### src/rtl/brushless_pwm_drv.sv
// rtl/brushless_pwm_drv.sv - BLDC six-step PWM gate driver with shared dead-time interlock
module brushless_pwm_drv #(
  parameter int DEAD_TIME = 32
) (
  input  logic        clk,
  input  logic        rst_n,
  input  logic [11:0] drv_mag,
  input  logic        hallGrn,
  input  logic        hallYlw,
  input  logic        hallBlu,
  input  logic        brake_n,
  output logic        PWM_synch,
  output logic        highGrn,
  output logic        lowGrn,
  output logic        highYlw,
  output logic        lowYlw,
  output logic        highBlu,
  output logic        lowBlu
);

  typedef enum logic [1:0] {
    PH_FLOAT = 2'd0,
    PH_PWM   = 2'd1,
    PH_LOW   = 2'd2
  } phase_mode_t;

  localparam logic [5:0] DT_LOAD = 6'(DEAD_TIME);

  logic [10:0] cnt;
  logic [10:0] duty_q;
  logic [1:0]  sync_grn, sync_ylw, sync_blu;
  logic [2:0]  rot, rot_q;
  logic        pwm_raw, pwm_q, brake_q;
  logic        trig;
  logic [5:0]  dt_cnt, dt_next;
  logic [5:0]  drive;
  logic        drv_mag_unused;
  phase_mode_t mode_grn, mode_ylw, mode_blu;

  // Duty is half-resolution of the 12-bit magnitude; the LSB is dropped on purpose.
  assign drv_mag_unused = drv_mag[0];

  // PWM_synch is registered one count early so it is high exactly while cnt==2047.
  always_ff @(posedge clk or negedge rst_n) begin
    if (!rst_n) begin
      cnt       <= '0;
      PWM_synch <= 1'b0;
      duty_q    <= '0;
    end else begin
      cnt       <= cnt + 11'd1;
      PWM_synch <= (cnt == 11'd2046);
      if (PWM_synch) duty_q <= drv_mag[11:1];
    end
  end

  // Two-flop synchronizers on hall inputs; rotor state sampled only at period end.
  always_ff @(posedge clk or negedge rst_n) begin
    if (!rst_n) begin
      sync_grn <= '0;
      sync_ylw <= '0;
      sync_blu <= '0;
      rot      <= '0;
    end else begin
      sync_grn <= {sync_grn[0], hallGrn};
      sync_ylw <= {sync_ylw[0], hallYlw};
      sync_blu <= {sync_blu[0], hallBlu};
      if (PWM_synch) rot <= {sync_grn[1], sync_ylw[1], sync_blu[1]};
    end
  end

  assign pwm_raw = (cnt < duty_q);

  // Six-step commutation table; 000 and 111 leave every phase floating.
  always_comb begin
    mode_grn = PH_FLOAT;
    mode_ylw = PH_FLOAT;
    mode_blu = PH_FLOAT;
    case (rot)
      3'b101:  begin mode_grn = PH_PWM;  mode_ylw = PH_LOW;  end
      3'b100:  begin mode_grn = PH_PWM;  mode_blu = PH_LOW;  end
      3'b110:  begin mode_ylw = PH_PWM;  mode_blu = PH_LOW;  end
      3'b010:  begin mode_grn = PH_LOW;  mode_ylw = PH_PWM;  end
      3'b011:  begin mode_grn = PH_LOW;  mode_blu = PH_PWM;  end
      3'b001:  begin mode_ylw = PH_LOW;  mode_blu = PH_PWM;  end
      default: ;
    endcase
  end

  function automatic logic [1:0] phase_drive(input phase_mode_t m, input logic pwm,
                                             input logic brk_n);
    logic [1:0] hl;
    hl = 2'b00;
    if (!brk_n) hl = 2'b01;
    else if (m == PH_PWM) hl = {pwm, ~pwm};
    else if (m == PH_LOW) hl = 2'b01;
    phase_drive = hl;
  endfunction

  // Target gate pattern and dead-time restart on any change of PWM level, rotor state or brake.
  always_comb begin
    drive = {phase_drive(mode_grn, pwm_raw, brake_n),
             phase_drive(mode_ylw, pwm_raw, brake_n),
             phase_drive(mode_blu, pwm_raw, brake_n)};
    trig  = (pwm_raw != pwm_q) || (rot != rot_q) || (brake_n != brake_q);
    if (trig)                dt_next = DT_LOAD;
    else if (dt_cnt != 6'd0) dt_next = dt_cnt - 6'd1;
    else                     dt_next = 6'd0;
  end

  // Previous-cycle copies used for change detection, plus the shared dead-time counter.
  always_ff @(posedge clk or negedge rst_n) begin
    if (!rst_n) begin
      pwm_q   <= 1'b0;
      rot_q   <= '0;
      brake_q <= 1'b1;
      dt_cnt  <= '0;
    end else begin
      pwm_q   <= pwm_raw;
      rot_q   <= rot;
      brake_q <= brake_n;
      dt_cnt  <= dt_next;
    end
  end

  // Gate register: held low whenever the dead-time interval is still running.
  always_ff @(posedge clk or negedge rst_n) begin
    if (!rst_n) begin
      {highGrn, lowGrn, highYlw, lowYlw, highBlu, lowBlu} <= '0;
    end else if (dt_next != 6'd0) begin
      {highGrn, lowGrn, highYlw, lowYlw, highBlu, lowBlu} <= '0;
    end else begin
      {highGrn, lowGrn, highYlw, lowYlw, highBlu, lowBlu} <= drive;
    end
  end

endmodule

### config.mk
export PLATFORM = sky130hd
export DESIGN_NAME = brushless_pwm_drv
export DESIGN_NICKNAME = d
export VERILOG_FILES = /design/src/rtl/brushless_pwm_drv.sv
export SDC_FILE = /design/constraint.sdc
export NUM_CORES = 1
export LEC_CHECK = 0
export CORE_MARGIN = 8
export CORE_UTILIZATION = 55
export DETAILED_ROUTE_END_ITERATION = 10
export MAX_ROUTING_LAYER = met4
export PLACE_DENSITY = 0.78
export SLEW_MARGIN = 30
export SYNTH_ARGS = -nofsm -noshare
export SYNTH_HDL_FRONTEND = slang
export SYNTH_SLANG_ARGS = --single-unit
export TNS_END_PERCENT = 20
### constraint.sdc
create_clock -name clk -period 5.1 [get_ports clk]
set_input_delay 1.02 -clock clk [delete_from_list [all_inputs] [get_ports clk]]
set_output_delay 1.02 -clock clk [all_outputs]
set_load 0.005 [all_outputs]
# After elaboration in Yosys (flattened, before gate mapping)
# Cells that the tools add are included.
# classes
reduce_logical	10
eq_ne	16
n_bitwise	1
n_mux	20
n_addsub	2
n_lt_le_gt_ge	1
# op_table
operator	count
2-to-1 mux 2 bit	6
2-to-1 mux 6 bit	2
case mux 2 bit (2 select lines)	3
nonzero test 6 bit	2
OR reduction 2 bit	6
adder 11 x 1 -> 11 bit (second input constant)	1
== test 11 bit (second input constant)	1
less-than comparator 11 bit	1
== test 3 bit (second input constant)	3
2-to-1 mux 1 bit	9
== test 2 x 1 -> 1 bit (second input constant)	3
== test 2 bit (second input constant)	3
== test 3 x 2 -> 1 bit (second input constant)	2
subtractor 6 x 1 -> 6 bit (second input constant)	1
== test 3 x 1 -> 1 bit (second input constant)	1
inequality test 3 bit	1
logical OR 1 bit	2
inequality test 1 bit	2
NOT 1 bit	1
# totals
ff_bits	49

# Depth between registers and ports, before layout
# depth
word_depth	8
ltp_mapped	8

# Least setup slack after synthesis
# OpenSTA, ideal clock, no wires.
# synth_path
path_kind	input -> register
start	input brake_n
end	register highBlu
path_slack_ns	2.724
t_arrival_ns	2.281
cell_stages	5
required_ns	5.005
setup_time_ns	0.095
path_cell_list	xnor2_1 nand4_2 a2111o_1 or3_4 nor4b_2
# synth_via
elab_chain_len	5
word_cells_on_any_way	6
classes_between	1 x eq/ne; 3 x mux; 2 x reduce/logical
# synth_rtl
element	line	source
start, declared	11	input logic brake_n,
inequality test 1 bit	104	trig = (pwm_raw != pwm_q) || (rot != rot_q) || (brake_n != brake_q);
logical OR 1 bit	104	
2-to-1 mux 6 bit	105	if (trig) dt_next = DT_LOAD;
nonzero test 6 bit	129	end else if (dt_next != 6'd0) begin
2-to-1 mux 1 bit *	129	
end signal, assigned	132	{highGrn, lowGrn, highYlw, lowYlw, highBlu, lowBlu} <= drive;
end, declared	17	output logic highBlu,
# Mark *: on every way between the ends. The rest lies on a longest branch, timed or not.
# A chain may end at the register's enable or synchronous reset.

# Worst setup path after layout
# Ends and elaborated chain as after synthesis.

==> qor_table.md <==
| Item | Reported |
|---|---|
| Startpoint of the worst-slack reg-to-reg timing path | cnt[6] |
| Post-DP HPWL | 2.836 mm |
| Sum of routed wire segments on met1 | 1.692 mm |
| Number of warnings printed during yosys synthesis | 0 |
| Critical path endpoint category | flip-flop |
| Total power consumption of the routed design | 866.8 uW |
| Launching instance or port of the critical path | brake_n |
| Clock tree from TritonCTS | built |
| Clock root buffer master | sky130_fd_sc_hd__clkbuf_8 |
| Uppermost routed layer | met4 |
| Worst hold margin | 0.3540 ns |
| Maximum resistive drop on vdd | 0.1877 mV |
| Sequential element share of the synthesized area | 0.5453 |
| CTS buffer count | 5 |
| Final critical-path required period | 2.909 ns |
| Netlist area before placement | 2251 um2 |
| Drt pass-1 iters | 4 |
| Effective utilization at floorplan | 0.5668 |
| Library cells used by synthesis | 42 |
| Count of nets after finishing | 255 |
| Pin count of the biggest net entering global routing | 50 |
| Max Cap Violations | 0 |
| Routed wire length per instance | 13.85 um |
| Sum of met2 wire segment lengths after detailed routing | 1.935 mm |
| Setup repair after global routing missed its margin | false |
| Global-route total usage across every layer | 0.1327 |
| Final WS setup | 2.191 ns |
| Longest individual stage delay on the worst path | 0.62 ns |
| Total number of vias | 1504 |
| Placement Rows | 23 |
| Ratio of total power to cell area | 329.6 nW/um2 |
| Width of the chip | 79.98 um |
| Hold Buf Count CTS | 0 |
| Count of buffers from port buffering | 23 |
| Post-route core utilization | 0.6623 |
| Post-CTS Setup Bufs | 0 |
| Worst path bufs/invs | 1 |
| Clk slew on worst S/H paths | 0.08 ns |
| Post-cts gate resize count | 0 |
| Flip-flop and latch count after synthesis | 49 |
| Hold/Removal Path Class | reg -> reg |
| Min-delay src | sync_grn[0] |
| Worst clock skew | 0.006696 ns |
| Pleak | 1.211 nW |
| Avg Synthesized Cell Area | 11.25 um2 |
| Sequence of cells on the critical path | clkdlybuf4s50_1, xnor2_1, nand4_2, a2111o_1, or3_4, nor4b_2 |
| Transition time at the pin with the least slew margin | 0.7468 ns |
| Area grow syn2layout | 16.84% |
| DIE HEIGHT | 79.98 um |
| Count of endpoints failing hold in the final timing report | 0 |
| Area of the placeable core | 3971 um2 |
| Net count of the mapped netlist | 232 |
| WL final | 3.794 mm |
| Global-route wire length before repair | 6.624 mm |
| Signal arrival time at the worst endpoint | 3.11 ns |
| First DRT Iteration DRCs | 82 |
| Grt total ovfl | 0 |
| Worst-Skew Late Latency | 0.29 ns |
| Final GP Congestion | 0.8173 |
| Post-route DRC | 0 |
| Number of standard cells after synthesis | 200 |
| Period utilisation layout | 0.5705 |
| Antenna violation net count after detailed routing | 0 |
| Fraction of layout instances using a drive strength above 1 | 0.09375 |
| Number of global-route vias before repair | 1536 |
| Buffers from clock root to sink, at most | 2 |
| Max stage delay cell, worst path | sky130_fd_sc_hd__clkdlybuf4s50_1 |
| Worst Path Max Fanout | 7 |
| Routed wl met3 | 121 um |
| Boundary Pins | 25 |
| Worst Setup Path Type | in -> reg |
| Startpoint type of the worst setup path | input port |
| Result of the run | complete, no violations |
| Cell type group with the largest total delay on the critical path | simple AND/OR/NAND/NOR gates |
| FMAX | 343.7 MHz |
| Antenna violations before repair | 0 |
| Total Die Area | 6396 um2 |
| Worst slack after detailed placement | 1.865 ns |
| Via/cell ratio | 5.489 |
| Number of max-slew violations in the final report | 0 |
| Level count of the clock H-tree | 2 |
| Required time of the critical path | 5.30 ns |
| Relative slew slack | 0.5021 |
| Post-Route Setup TNS | 0 ns |
| Number of sinks on the clock net | 49 |
| Final number of setup-violating endpoints | 0 |
| Number of antenna repair diodes | 0 |
[cell type report]
class,count,area [um2]
Timing Repair Buffer,23,227.7
Clock inverter,2,37.54
Multi-Input combinational cell,125,920.9
Fill cell,322,1341
Inverter,19,71.32
Sequential cell,49,1227
Clock buffer,6,82.58
Tap cell,50,62.56
[state kept, by name (all words and copies together) (netlist names), 2 cells and up]
| register | count |
|---|---|
| cnt | 11 |
| duty_q | 11 |
| dt_cnt | 6 |
| rot | 3 |
| rot_q | 3 |
| sync_blu | 2 |
| sync_grn | 2 |
| sync_ylw | 2 |
[placed cells by master, fill, tap and decap left out, types with 2 or more instances in the layout]
master	instances
sky130_fd_sc_hd__dfrtp_1	48
sky130_fd_sc_hd__clkdlybuf4s50_1	22
sky130_fd_sc_hd__inv_1	19
sky130_fd_sc_hd__nand2_1	18
sky130_fd_sc_hd__o21ai_0	14
sky130_fd_sc_hd__ha_1	14
sky130_fd_sc_hd__xnor2_1	13
sky130_fd_sc_hd__nand3_1	11
sky130_fd_sc_hd__nor2_1	8
sky130_fd_sc_hd__clkbuf_8	6
sky130_fd_sc_hd__xor2_1	4
sky130_fd_sc_hd__a221oi_1	4
sky130_fd_sc_hd__nor4_1	3
sky130_fd_sc_hd__mux2_2	3
sky130_fd_sc_hd__and3_1	2
sky130_fd_sc_hd__nand2b_1	2
sky130_fd_sc_hd__a21oi_1	2
sky130_fd_sc_hd__a211oi_1	2
sky130_fd_sc_hd__and2_1	2
sky130_fd_sc_hd__a2111oi_1	2
sky130_fd_sc_hd__o2111ai_1	2
[where the power goes]
part	internal, mW	switching (mW)	total [mW]
registers	0.413	0.0246	0.438
logic	0.0744	0.0726	0.147
clock network	0.159	0.123	0.282
total	0.647	0.220	0.867
[layer usage]
metal  global-route usage  up-vias
met5                    -        -
met4              0.05455        0
met3              0.02928        5
met2               0.2215       15
met1               0.1501      743
li1                     -      741
[cell families after synthesis]
logic type / Yosys count / synth area share
AOI/OAI and AO/OA: 37 / 0.1240
and+or+nand+nor: 54 / 0.1262
DFF: 49 / 0.5453
buffers and inverters: 26 / 0.04558
adders and majority gates: 14 / 0.07782
xor gates and xnor gates: 17 / 0.06615
muxes: 3 / 0.01501
[synth_stat cells]
cell | count | area [um2]
sky130_fd_sc_hd__nor4_1 | 3 | 18.77
sky130_fd_sc_hd__a21o_1 | 1 | 7.510
sky130_fd_sc_hd__xnor2_1 | 13 | 113.9
sky130_fd_sc_hd__clkbuf_1 | 3 | 11.26
sky130_fd_sc_hd__xor2_1 | 4 | 35.03
sky130_fd_sc_hd__nand2b_1 | 2 | 12.51
sky130_fd_sc_hd__o31ai_1 | 1 | 7.510
sky130_fd_sc_hd__a31oi_1 | 1 | 6.260
sky130_fd_sc_hd__a221oi_2 | 1 | 15.01
sky130_fd_sc_hd__or4_1 | 1 | 7.510
sky130_fd_sc_hd__a21o_2 | 1 | 8.760
sky130_fd_sc_hd__a22oi_1 | 1 | 7.510
sky130_fd_sc_hd__nand2_1 | 18 | 67.56
sky130_fd_sc_hd__buf_2 | 3 | 15.01
sky130_fd_sc_hd__or3_4 | 1 | 11.26
sky130_fd_sc_hd__nor4b_2 | 1 | 15.01
sky130_fd_sc_hd__o21ai_0 | 14 | 70.07
sky130_fd_sc_hd__clkbuf_2 | 1 | 5.000
sky130_fd_sc_hd__a211o_2 | 1 | 10.01
sky130_fd_sc_hd__inv_1 | 19 | 71.32
sky130_fd_sc_hd__a2111oi_1 | 2 | 20.02
sky130_fd_sc_hd__a211oi_1 | 2 | 15.01
sky130_fd_sc_hd__nor3_1 | 1 | 5.000
sky130_fd_sc_hd__and2_1 | 2 | 12.51
sky130_fd_sc_hd__a2111oi_2 | 1 | 15.01
sky130_fd_sc_hd__mux2_2 | 3 | 33.78
sky130_fd_sc_hd__dfstp_2 | 1 | 26.28
sky130_fd_sc_hd__a21oi_1 | 2 | 10.01
sky130_fd_sc_hd__nand3_1 | 11 | 55.05
sky130_fd_sc_hd__o2111ai_1 | 2 | 17.52
sky130_fd_sc_hd__nor2_1 | 8 | 30.03
sky130_fd_sc_hd__nand4_2 | 1 | 12.51
sky130_fd_sc_hd__a21o_4 | 1 | 15.01
sky130_fd_sc_hd__a2111o_1 | 1 | 11.26
sky130_fd_sc_hd__dfrtp_1 | 48 | 1201
sky130_fd_sc_hd__nand4_1 | 1 | 6.260
sky130_fd_sc_hd__nor4bb_1 | 1 | 10.01
sky130_fd_sc_hd__and3_1 | 2 | 12.51
sky130_fd_sc_hd__nor3b_1 | 1 | 7.510
sky130_fd_sc_hd__a221oi_1 | 4 | 35.03
sky130_fd_sc_hd__ha_1 | 14 | 175.2
sky130_fd_sc_hd__a21boi_0 | 1 | 7.510
[stage by stage]
stage	cells	cell area [um2]
3_3_place_gp	266	2507
4_1_cts	274	2630
2_1_floorplan	200	2251
3_5_place_dp	266	2510
5_1_grt	274	2630
6_report	274	2630
[final timing paths]
path	to	slack [ns]	cells past startpoint
min in group asynchronous	dt_cnt[3]	0.72	1
max in group asynchronous	cnt[7]	3.97	1
worst max-delay path	highBlu	2.19	6
worst max register to register	dt_cnt[1]	2.57	6
worst min-delay path	sync_grn[1]	0.35	0
worst min register to register	sync_grn[1]	0.35	0
Power figures use the tool's default switching activity.
